<file path="config.mk">
export PLATFORM = sky130hd
export DESIGN_NAME = fix2flt_seq_flat
export DESIGN_NICKNAME = d
export VERILOG_FILES = /design/src/rtl/fix2flt_seq_if.sv /design/src/rtl/fix2flt_seq.sv /design/src/flat_wrapper.sv
export SDC_FILE = /design/constraint.sdc
export NUM_CORES = 1
export LEC_CHECK = 0
export CAP_MARGIN = 25
export CORE_AREA = 2 2 84 86
export CTS_BUF_LIST = sky130_fd_sc_hd__clkbuf_4
export DETAILED_ROUTE_END_ITERATION = 12
export DIE_AREA = 0 0 86 88
export PLACE_DENSITY = 0.68
export SYNTH_ARGS = -nofsm -noshare
export SYNTH_HDL_FRONTEND = slang
export SYNTH_SLANG_ARGS = --single-unit
</file>
<file path="constraint.sdc">
create_clock -name clk -period 1.8 [get_ports clk]
set_input_delay 0.36 -clock clk [delete_from_list [all_inputs] [get_ports clk]]
set_output_delay 0.36 -clock clk [all_outputs]
set_load 0.005 [all_outputs]
</file>
<file path="src/rtl/fix2flt_seq_if.sv">
// Handshake and data-memory bus of the fixed-to-half-float converter.
// master: the converter side. slave: the test bench / memory side.
interface fix2flt_seq_if;
    logic       start;
    logic       done;
    logic [7:0] dm_addr;
    logic       dm_rd;
    logic       dm_wr;
    logic [7:0] dm_wdata;
    logic [7:0] dm_rdata;

    modport master (
        input  start,
        input  dm_rdata,
        output done,
        output dm_addr,
        output dm_rd,
        output dm_wr,
        output dm_wdata
    );

    modport slave (
        output start,
        output dm_rdata,
        input  done,
        input  dm_addr,
        input  dm_rd,
        input  dm_wr,
        input  dm_wdata
    );
endinterface

</file>
<file path="src/rtl/fix2flt_seq.sv">
// fix2flt_seq: sequential 8.8 two's-complement fixed point to IEEE-754 half
// converter. Reads the input word from data memory, normalizes one bit per
// cycle, rounds, and writes the half-float back, then pulses done.
// Optional macro ROUND_NEAREST_EN: round to nearest even (default: truncate).
module fix2flt_seq #(
    parameter logic [7:0] SRC_ADDR = 8'd0,
    parameter logic [7:0] DST_ADDR = 8'd2
) (
    input  logic            clk,
    input  logic            reset,
    fix2flt_seq_if.master   bus
);
    localparam logic [3:0] IDLE  = 4'd0;
    localparam logic [3:0] RD_LO = 4'd1;
    localparam logic [3:0] RD_HI = 4'd2;
    localparam logic [3:0] NEG   = 4'd3;
    localparam logic [3:0] NORM  = 4'd4;
    localparam logic [3:0] ROUND = 4'd5;
    localparam logic [3:0] WR_LO = 4'd6;
    localparam logic [3:0] WR_HI = 4'd7;
    localparam logic [3:0] DONE  = 4'd8;

    logic [3:0]  state, state_n;
    logic        start_q;
    logic [15:0] x;
    logic [15:0] mag;
    logic [3:0]  s;
    logic        sign;
    logic [15:0] result;
    logic [15:0] neg_mag;
    logic [4:0]  exp_b, exp_r;
    logic [9:0]  mant_r;
    logic [15:0] rnd_res;

    // Magnitude of the captured word; 0x8000 maps to 0x8000 as unsigned.
    assign neg_mag = x[15] ? (~x + 16'd1) : x;

    // Next-state decode.
    always_comb begin
        state_n = state;
        case (state)
            IDLE:    if (start_q && !bus.start) state_n = RD_LO;
            RD_LO:   state_n = RD_HI;
            RD_HI:   state_n = NEG;
            NEG:     state_n = ((neg_mag == 16'd0) || neg_mag[15]) ? ROUND : NORM;
            NORM:    if (mag[14]) state_n = ROUND;
            ROUND:   state_n = WR_LO;
            WR_LO:   state_n = WR_HI;
            WR_HI:   state_n = DONE;
            DONE:    state_n = IDLE;
            default: state_n = IDLE;
        endcase
    end

    // Exponent/mantissa assembly and rounding of the normalized magnitude.
    // A zero input skips NORM, so mag[15]==0 in ROUND identifies it.
    always_comb begin
        exp_b = 5'd22 - {1'b0, s};
`ifdef ROUND_NEAREST_EN
        begin
            logic        guard, sticky;
            logic [10:0] mant_inc;
            guard    = mag[4];
            sticky   = |mag[3:0];
            mant_inc = {1'b0, mag[14:5]} + {10'd0, guard & (sticky | mag[5])};
            if (mant_inc[10]) begin
                exp_r  = exp_b + 5'd1;
                mant_r = '0;
            end else begin
                exp_r  = exp_b;
                mant_r = mant_inc[9:0];
            end
        end
`else
        exp_r  = exp_b;
        mant_r = mag[14:5];
`endif
        rnd_res = mag[15] ? {sign, exp_r, mant_r} : '0;
    end

    // State, datapath and registered bus outputs (decoded from next state).
    always_ff @(posedge clk or negedge reset) begin
        if (!reset) begin
            state        <= IDLE;
            start_q      <= 1'b0;
            x            <= '0;
            mag          <= '0;
            s            <= '0;
            sign         <= 1'b0;
            result       <= '0;
            bus.done     <= 1'b0;
            bus.dm_rd    <= 1'b0;
            bus.dm_wr    <= 1'b0;
            bus.dm_addr  <= '0;
            bus.dm_wdata <= '0;
        end else begin
            state   <= state_n;
            start_q <= bus.start;
            case (state)
                RD_LO: x[7:0]  <= bus.dm_rdata;
                RD_HI: x[15:8] <= bus.dm_rdata;
                NEG: begin
                    sign <= x[15];
                    mag  <= neg_mag;
                    s    <= '0;
                end
                NORM: begin
                    mag <= {mag[14:0], 1'b0};
                    s   <= s + 4'd1;
                end
                ROUND:   result <= rnd_res;
                default: ;
            endcase
            bus.done  <= (state_n == DONE);
            bus.dm_rd <= (state_n == RD_LO) || (state_n == RD_HI);
            bus.dm_wr <= (state_n == WR_LO) || (state_n == WR_HI);
            case (state_n)
                RD_LO: bus.dm_addr <= SRC_ADDR;
                RD_HI: bus.dm_addr <= SRC_ADDR + 8'd1;
                WR_LO: begin
                    bus.dm_addr  <= DST_ADDR;
                    bus.dm_wdata <= rnd_res[7:0];
                end
                WR_HI: begin
                    bus.dm_addr  <= DST_ADDR + 8'd1;
                    bus.dm_wdata <= result[15:8];
                end
                default: ;
            endcase
        end
    end
endmodule
</file>
<file path="src/flat_wrapper.sv">
// flat-port wrapper written by rule: the top's interface ports become plain ports
module fix2flt_seq_flat 
#(
    parameter logic [7:0] SRC_ADDR = 8'd0,
    parameter logic [7:0] DST_ADDR = 8'd2
)
  (clk, reset, bus_start, bus_dm_rdata, bus_done, bus_dm_addr, bus_dm_rd, bus_dm_wr, bus_dm_wdata);
  fix2flt_seq_if bus_i ();
  input  logic clk;
  input  logic reset;
  input wire logic [$bits(bus_i.start)-1:0] bus_start;
  input wire logic [$bits(bus_i.dm_rdata)-1:0] bus_dm_rdata;
  output wire logic [$bits(bus_i.done)-1:0] bus_done;
  output wire logic [$bits(bus_i.dm_addr)-1:0] bus_dm_addr;
  output wire logic [$bits(bus_i.dm_rd)-1:0] bus_dm_rd;
  output wire logic [$bits(bus_i.dm_wr)-1:0] bus_dm_wr;
  output wire logic [$bits(bus_i.dm_wdata)-1:0] bus_dm_wdata;
  assign bus_i.start = bus_start;
  assign bus_i.dm_rdata = bus_dm_rdata;
  assign bus_done = bus_i.done;
  assign bus_dm_addr = bus_i.dm_addr;
  assign bus_dm_rd = bus_i.dm_rd;
  assign bus_dm_wr = bus_i.dm_wr;
  assign bus_dm_wdata = bus_i.dm_wdata;
  fix2flt_seq #(.SRC_ADDR(SRC_ADDR), .DST_ADDR(DST_ADDR)) u_core (.clk(clk), .reset(reset), .bus(bus_i));
endmodule
</file>
==> run summary, run 1 <==
Clk sinks = 63
CP max FO = 3
# IOs = 30
Post-synth EDFFs = 0
CP required = 2.10 ns
Top cell type's share of synthesized area = 48.9%
Setup Crit Path Kind = reg2reg
Die width = 86 um
Area contributors post-synth = dfrtp_1, mux2_2, nand2_1
FILL cells = 604
Final-report max-slew violation count = 0
Synth Flop Type = dfrtp_1
DP HPWL = 4.91 mm
Async SR Flop Fraction = 100%
Clock Root Buffer = clkbuf_4
CP Capture Type = register
Starting Density = 48.6%
First DRT Iteration DRCs = 163
Via count = 2458
Area leader, netlist = dfrtp_1
Layout Nets = 388
Largest net degree at the start of global routing = 64
Register area share after synthesis = 48.9%
Mapped Cells = 328
Seq cells post-synth = 63
Mapped cell area = 0.00323 mm2
Fin. Hold Viols = 0
Clock Path Buffers = 2
Share of layout cells above drive strength 1 = 22.7%
First-pass GRT wire length = 11.5 mm
GRT Overall Usage = 19.5%
DR vias/cell = 5.36
Post-synth top cells = dfrtp_1, nand2_1, o21ai_0, mux2_2
H-tree depth = 3
Endpoints failing setup = 1
Port Buffers = 23
P&R area growth vs syn = 21.1%
Max Freq = 534 MHz
Final min period = 1.87 ns
Crit path DAT = 2.17 ns
Total power = 6.81 mW
Slew @ Worst Pin = 0.703 ns
PD cells = 1740 mW/mm2
Netlist cell types = 54
Max-cap violations = 0
Final wirelength = 6.78 mm
Failing checks = setup timing
Overflow after GRT = 0
Detailed Routing Iterations Pass 1 = 4
Number of global-route vias before repair = 2399
Residual DRC = 0
Status = finished with violations
Clock Skew = 0.0160 ns
Post-route worst setup slack = -0.0734 ns
Antenna violations before repair = 0
YS warnings = 0
Core area = 0.00664 mm2
Unrepaired setup endpoints after global routing = true
Syn_area_per_cell = 9.84 um2
Die height = 88 um
Die area = 0.00757 mm2
VDD IR max = 1.07 mV
Clk slew on worst S/H paths = 0.10 ns
Startpoint types = register
Hold Slack = 0.447 ns
# rows = 30
Leak pwr = 1.74 nW
TritonCTS clock tree = yes
Routed WL per cell = 14.8 um
Diodes inserted = 0
Gpl congestion = 0.791
ANT nets after route = 0
Max-slew headroom = 53.1%
Fin crit share = 104%
Count leader, synth = dfrtp_1
Hold Path Class = in2reg
CTS buffer count = 9
Worst skew pair latency = 0.41 ns
area by class of cell:
class                           instances  area (um2)  share of cell area, %
Clock buffer                            9        67.6                   1.73
Clock inverter                          7        63.8                   1.63
Inverter                                4        15.0                  0.384
Multi-Input combinational cell        235        1560                   39.8
Sequential cell                        63        1580                   40.4
Tap cell                               80         100                   2.56
Timing Repair Buffer                   61         526                   13.5
metal layers:
| metal | vias up | global-route usage [%] | wire [um] |
|---|---|---|---|
| li1 | 1232 | - | - |
| met1 | 1177 | 24.9 | 3160 |
| met2 | 43 | 32.7 | 3330 |
| met3 | 6 | 5.47 | 224 |
| met4 | 0 | 5.63 | 64 |
| met5 | - | 0 | 0 |
metrics by stage:
| step | instance area (um2) | utilization, % | TNS, ns | worst slack, ns | cells |
|---|---|---|---|---|---|
| floorplan | 3250 | - | -0.0221 | -0.0221 | 333 |
| global placement | 3710 | 55.9 | 0 | 0.0140 | 442 |
| detailed placement | 3710 | 55.9 | -0.0936 | -0.0521 | 442 |
| CTS | 3860 | 58.1 | -0.0808 | -0.0808 | 459 |
| global route | 3910 | 58.8 | -0.230 | -0.127 | 459 |
| finish | 3910 | 58.8 | -0.0734 | -0.0734 | 459 |
power by group:
group | leakage, nW | switching [mW] | internal (mW) | total [mW]
combinational | 0.868 | 1.65 | 1.65 | 3.30
sequential | 0.800 | 0.563 | 2.02 | 2.58
clock | 0.0708 | 0.512 | 0.411 | 0.923
total | 1.74 | 2.73 | 4.08 | 6.81
final timing paths:
kind | cells past startpoint | slack (ns) | start | to
worst max-delay path | 5 | -0.07 | u_core.x[2] | u_core.state[0]
worst min-delay path | 1 | 0.45 | bus_start | u_core.start_q
worst max register to register | 5 | -0.07 | u_core.x[2] | u_core.state[0]
worst min register to register | 2 | 0.48 | u_core.result[8] | u_core.result[8]
max in group asynchronous | 3 | 1.03 | reset | u_core.x[5]
min in group asynchronous | 3 | 0.49 | reset | u_core.bus.done
sequential cells by signal (all words and copies together), names as in the netlist, 2 cells and up:
| register | flops |
|---|---|
| u_core.mag | 16 |
| u_core.x | 16 |
| u_core.bus.dm_wdata | 8 |
| u_core.result | 8 |
| u_core.s | 4 |
| u_core.state | 4 |
| u_core.bus.dm_addr | 2 |
critical path, cell delays in order (launching register included):
cell and delay, ns:
dfrtp_1 0.43, or3_4 0.40, or3_4 0.34, a211oi_2 0.23, o2111ai_1 0.15, o41ai_2 0.21
cells in the final DEF, fill, tap and decap left out, drive strengths merged, types with 2 or more instances in the layout:
cell	count
dfrtp	63
nand2	47
buf	38
o21ai	35
clkdlybuf4s50	22
mux2	16
xor2	15
nor2	15
a22oi	13
nand3	12
a21oi	12
clkbuf	9
and3	8
nor3	7
conb	6
clkinv	5
inv	4
nor4	4
nor2b	3
nand4b	3
nand2b	3
or3	3
o31ai	3
ha	3
or2	2
mux2i	2
nor3b	2
xnor2	2
a221o	2
nand4	2
a211oi	2
o41ai	2
cell families after synthesis:
family | after synthesis | share of synthesized area, %
simple gates | 115 | 19.0
compound gates | 76 | 14.9
flops | 63 | 48.9
buf+inv | 35 | 5.12
mux | 18 | 6.20
xor+xnor | 17 | 4.61
fa+ha+maj | 3 | 1.16
other cells | 1 | 0.116
timing repair:
item                       CTS  global route
gates resized for setup      2            12
setup endpoints to repair   18             6
setup buffers                0             0
pin swaps                    0             3
hold endpoints to repair    63             0
hold buffers                 1             0
No activity file was read; power rests on OpenSTA's default activity.
==> run 2, diff against run 1 <==
Settings changed: CORE_AREA 2 2 84 86 to 2 2 81 83, DIE_AREA 0 0 86 88 to 0 0 83 85, PLACE_DENSITY 0.68 to 0.73.
==> run summary, run 2 (synthesis gave the netlist of run 1 again) <==
Dpl ws = -0.117 ns
DP HPWL = 4.73 mm
R2R cell count = 5
Total negative slack = -0.168 ns
Worst Hold End = u_core.start_q
Reg2Reg Setup Slack = -0.17 ns
Layout Nets = 384
Placed cell areas = 0.00368 mm2
Slowest-stage cell, CP = dfrtp_1
Max incr delay on CP = 0.43 ns
Design area = 0.00387 mm2
Max-cap violations = 0
HP Start = bus_start
CP max FO = 5
Port Buffers = 23
Endpoints failing setup = 1
Hold Slack = 0.438 ns
Setup Crit Path Kind = reg2reg
Unrepaired setup endpoints after global routing = true
First DRT Iteration DRCs = 151
Via count = 2485
Final-report max-slew violation count = 0
PD cells = 1750 mW/mm2
Detailed Routing Iterations Pass 1 = 4
Buffer and inverter count on the worst path = 0
Hold Path Class = in2reg
Final min period = 1.97 ns
Hold Crit Depth = 1
FF-to-FF End = u_core.state[0]
Clk sinks = 63
Clock Root Buffer = clkbuf_4
Core area = 0.00620 mm2
DR vias/cell = 5.50
# IOs = 30
Slew @ Worst Pin = 0.676 ns
TritonCTS clock tree = yes
Critical-path cell list = or3_4, or3_4, a211oi_2, o2111ai_2, o41ai_2
Crit path DAT = 2.27 ns
P&R area growth vs syn = 19.9%
H-tree depth = 3
Placed cells = 434
Gpl congestion = 0.811
Final std cells w/o fill = 452
Core Util, Final = 62.4%
Clock Path Buffers = 2
Share of layout cells above drive strength 1 = 22.1%
Die width = 83 um
CTS buffer count = 9
Startpoint types = register
Max Freq = 508 MHz
Largest regs = u_core.mag: 16 flops, u_core.x: 16 flops
GRT Overall Usage = 20.1%
Starting Density = 52.0%
Fin crit share = 109%
Number of global-route vias before repair = 2348
Die area = 0.00706 mm2
Diodes inserted = 0
# rows = 29
Residual DRC = 0
Clock Skew = 0.0169 ns
Final wirelength = 6.50 mm
Routed WL per cell = 14.4 um
Clk slew on worst S/H paths = 0.11 ns
Total power = 6.76 mW
ANT nets after route = 0
Fin. Hold Viols = 0
Post-route worst setup slack = -0.168 ns
CP required = 2.10 ns
Overflow after GRT = 0
CP most frequent cell = or3_4
Most common cell after layout, fill and taps aside = dfrtp_1
Leak pwr = 1.71 nW
Crit-path leading delay family = simple AND/OR/NAND/NOR gates
CP Capture Type = register
FILL cells = 511
Failing checks = setup timing
Most frequent cells in the layout = dfrtp_1, nand2_1, buf_4
Max-slew headroom = 54.9%
Die height = 85 um
First-pass GRT wire length = 11.4 mm
Largest net degree at the start of global routing = 64
Worst skew pair latency = 0.42 ns
Status = finished with violations
VDD IR max = 0.978 mV
Antenna violations before repair = 0
R2r startpoint = u_core.x[2]
[run 2: changes by cell type in the layout (fill, tap and decap cells not counted), sizes merged]
cell / change
clkinv: -2
clkinvlp: +2
buf: -4
[run 2: per-layer routing]
metal  global-route usage [%]  wire, um  vias to the layer above
met3                     3.21       203                       11
met4                     8.49       125                        0
met5                        0         0                        -
li1                         -         -                     1242
met1                     26.3      3020                     1179
met2                     33.7      3150                       53
[run 2: area by class of cell]
cell class	count	area (um2)	share of cell area (%)
clock buffer	9	67.6	1.75
clock inverter	7	63.8	1.65
inverter	4	15.0	0.388
multi-input combinational	235	1540	39.8
sequential	63	1580	40.8
tap	77	96.3	2.49
timing repair buffer	57	508	13.1
[run 2: worst max-delay path by stage]
stage                           start  slack [ns]  cells past startpoint              end
final                     u_core.x[2]       -0.17                      5  u_core.state[0]
after global routing      u_core.x[2]       -0.25                      5  u_core.state[0]
after CTS                 u_core.x[2]       -0.17                      5  u_core.state[0]
after detailed placement  u_core.x[2]       -0.12                      5  u_core.state[0]
after global placement    u_core.x[2]       -0.12                      5  u_core.state[0]
after floorplan           u_core.x[2]       -0.02                      5  u_core.state[0]
[run 2: power breakdown]
| group | switching (mW) | total (mW) | internal [mW] |
|---|---|---|---|
| registers | 0.550 | 2.57 | 2.02 |
| logic | 1.62 | 3.24 | 1.62 |
| clock network | 0.535 | 0.944 | 0.409 |
| total | 2.71 | 6.76 | 4.05 |
[run 2: what timing repair did]
item	in CTS	in global routing
hold endpoints to repair	63	0
hold buffers	1	0
pin swaps	0	2
buffers inserted	0	1
endpoints found under the setup margin	20	23
gates resized for setup	1	11
==> run 3, diff against run 2 <==
==> constraint.sdc (replaced) <==
create_clock -name clk -period 1.8 [get_ports clk]
set_input_delay 0.54 -clock clk [delete_from_list [all_inputs] [get_ports clk]]
set_output_delay 0.54 -clock clk [all_outputs]
set_load 0.005 [all_outputs]
==> run summary, run 3 (synthesis gave the netlist of run 1 again) <==
Status = finished with violations
Failing checks = setup timing
Layout Nets = 394
Total negative slack = -0.144 ns
Most frequent cells in the layout = dfrtp_1, nand2_1, buf_4
Core Util, Final = 64.2%
Slowest-stage cell, CP = dfrtp_1
Int Power = 4.41 mW
DP HPWL = 4.70 mm
Most common cell after layout, fill and taps aside = dfrtp_1
Detailed Routing Iterations Pass 1 = 5
Number of global-route vias before repair = 2411
Max-slew headroom = 54.2%
Overflow after GRT = 0
P&R area growth vs syn = 23.5%
Clock Path Buffers = 2
Total power = 7.18 mW
DR vias/cell = 5.41
VDD IR max = 1.07 mV
Part of the power in combinational logic = 47.0%
NetSw = 2.77 mW
First DRT Iteration DRCs = 119
Max Freq = 514 MHz
Gpl congestion = 0.854
Clk sinks = 63
First-pass GRT wire length = 11.4 mm
Fin. Hold Viols = 0
FILL cells = 504
H-tree depth = 3
TritonCTS clock tree = yes
Startpoint types = register
ANT nets after route = 0
Crit-path leading delay family = simple AND/OR/NAND/NOR gates
Critical-path cell list = or3_4, or4_1, a21oi_2, o2111ai_2, o41ai_2
Post-route worst setup slack = -0.144 ns
Worst skew pair latency = 0.42 ns
Clk slew on worst S/H paths = 0.11 ns
Multi-input logic area = 0.00155 mm2
CP Capture Type = register
PD cells = 1800 mW/mm2
CP max FO = 5
Fin crit share = 108%
Final min period = 1.94 ns
CP required = 2.12 ns
Reg area = 0.00158 mm2
CTS buffer count = 9
Final wirelength = 6.82 mm
Via count = 2499
GRT Overall Usage = 20.4%
Largest regs = u_core.mag: 16 flops, u_core.x: 16 flops
Antenna violations before repair = 0
Max-cap violations = 0
Largest net degree at the start of global routing = 64
Die width = 83 um
Setup Crit Path Kind = reg2reg
Max incr delay on CP = 0.43 ns
Routed WL per cell = 14.8 um
Die height = 85 um
Endpoints failing setup = 1
Hold Path Class = in2async
Placed cells = 438
Clock network power share = 17.6%
# IOs = 30
R2r startpoint = u_core.x[2]
Buffer and inverter count on the worst path = 0
Unrepaired setup endpoints after global routing = true
Die area = 0.00706 mm2
Final std cells w/o fill = 462
Hold Slack = 0.0967 ns
Core area = 0.00620 mm2
Diodes inserted = 0
Clock Skew = 0.0150 ns
Starting Density = 52.0%
Leak pwr = 1.88 nW
Crit path from = u_core.x[2]
Share of layout cells above drive strength 1 = 24.4%
Clock Root Buffer = clkbuf_4
Final-report max-slew violation count = 0
Crit path DAT = 2.26 ns
# rows = 29
Switching Share = 38.5%
Residual DRC = 0
Slew @ Worst Pin = 0.686 ns
Port Buffers = 23
Sequential power share = 35.4%
run 3: what timing repair did:
action | CTS | global route
gates cloned | 0 | 0
pin swaps | 0 | 1
hold buffers | 0 | 0
setup endpoints to repair | 31 | 9
resized for setup | 13 | 9
setup buffers | 6 | 2
run 3: power groups by stage:
stage          logic, mW  registers (mW)  clock network (mW)
6_report            3.37            2.54                1.27
5_1_grt             3.76            2.64                1.33
4_1_cts             3.31            2.53                1.27
3_5_place_dp        3.23            2.57                   0
3_3_place_gp        3.14            2.54                   0
2_1_floorplan       2.21            2.39                   0
run 3: worst paths after layout:
kind,endpoint,slack [ns],depth (start not counted)
min,u_core.bus.dm_addr[1],0.1,2
min in group clk,u_core.result[14],0.48,2
min reg2reg,u_core.result[14],0.48,2
max reg2reg,u_core.state[0],-0.14,5
max,u_core.state[0],-0.14,5
max in group asynchronous,u_core.x[5],1.41,2
run 3: final cells by class:
type,instances,share of cell area [%]
Sequential cell,63,39.6
Multi-Input combinational cell,235,38.9
Tap cell,77,2.42
Clock buffer,12,2.26
Inverter,4,0.377
Clock inverter,4,2.36
Timing Repair Buffer,67,14.1
run 3: metal layers:
| metal | up-vias | GRT usage (%) | wire length (um) |
|---|---|---|---|
| met2 | 44 | 33.9 | 3320 |
| li1 | 1255 | - | - |
| met5 | - | 0 | 0 |
| met3 | 10 | 3.89 | 209 |
| met4 | 0 | 8.79 | 121 |
| met1 | 1190 | 26.2 | 3170 |
run 3: stage by stage:
| step | setup WS (ns) | area, um2 |
|---|---|---|
| 6_report | -0.144 | 3980 |
| 2_1_floorplan | -0.0221 | 3250 |
| 3_3_place_gp | -0.0548 | 3700 |
| 5_1_grt | -0.246 | 3980 |
| 4_1_cts | -0.147 | 3930 |
| 3_5_place_dp | -0.0654 | 3700 |
run 3: worst reg2reg max path: stages (launching register included):
cell       delay (ns)
dfrtp_1          0.43
or3_4            0.42
or4_1            0.43
a21oi_2          0.17
o2111ai_2        0.16
o41ai_2          0.24
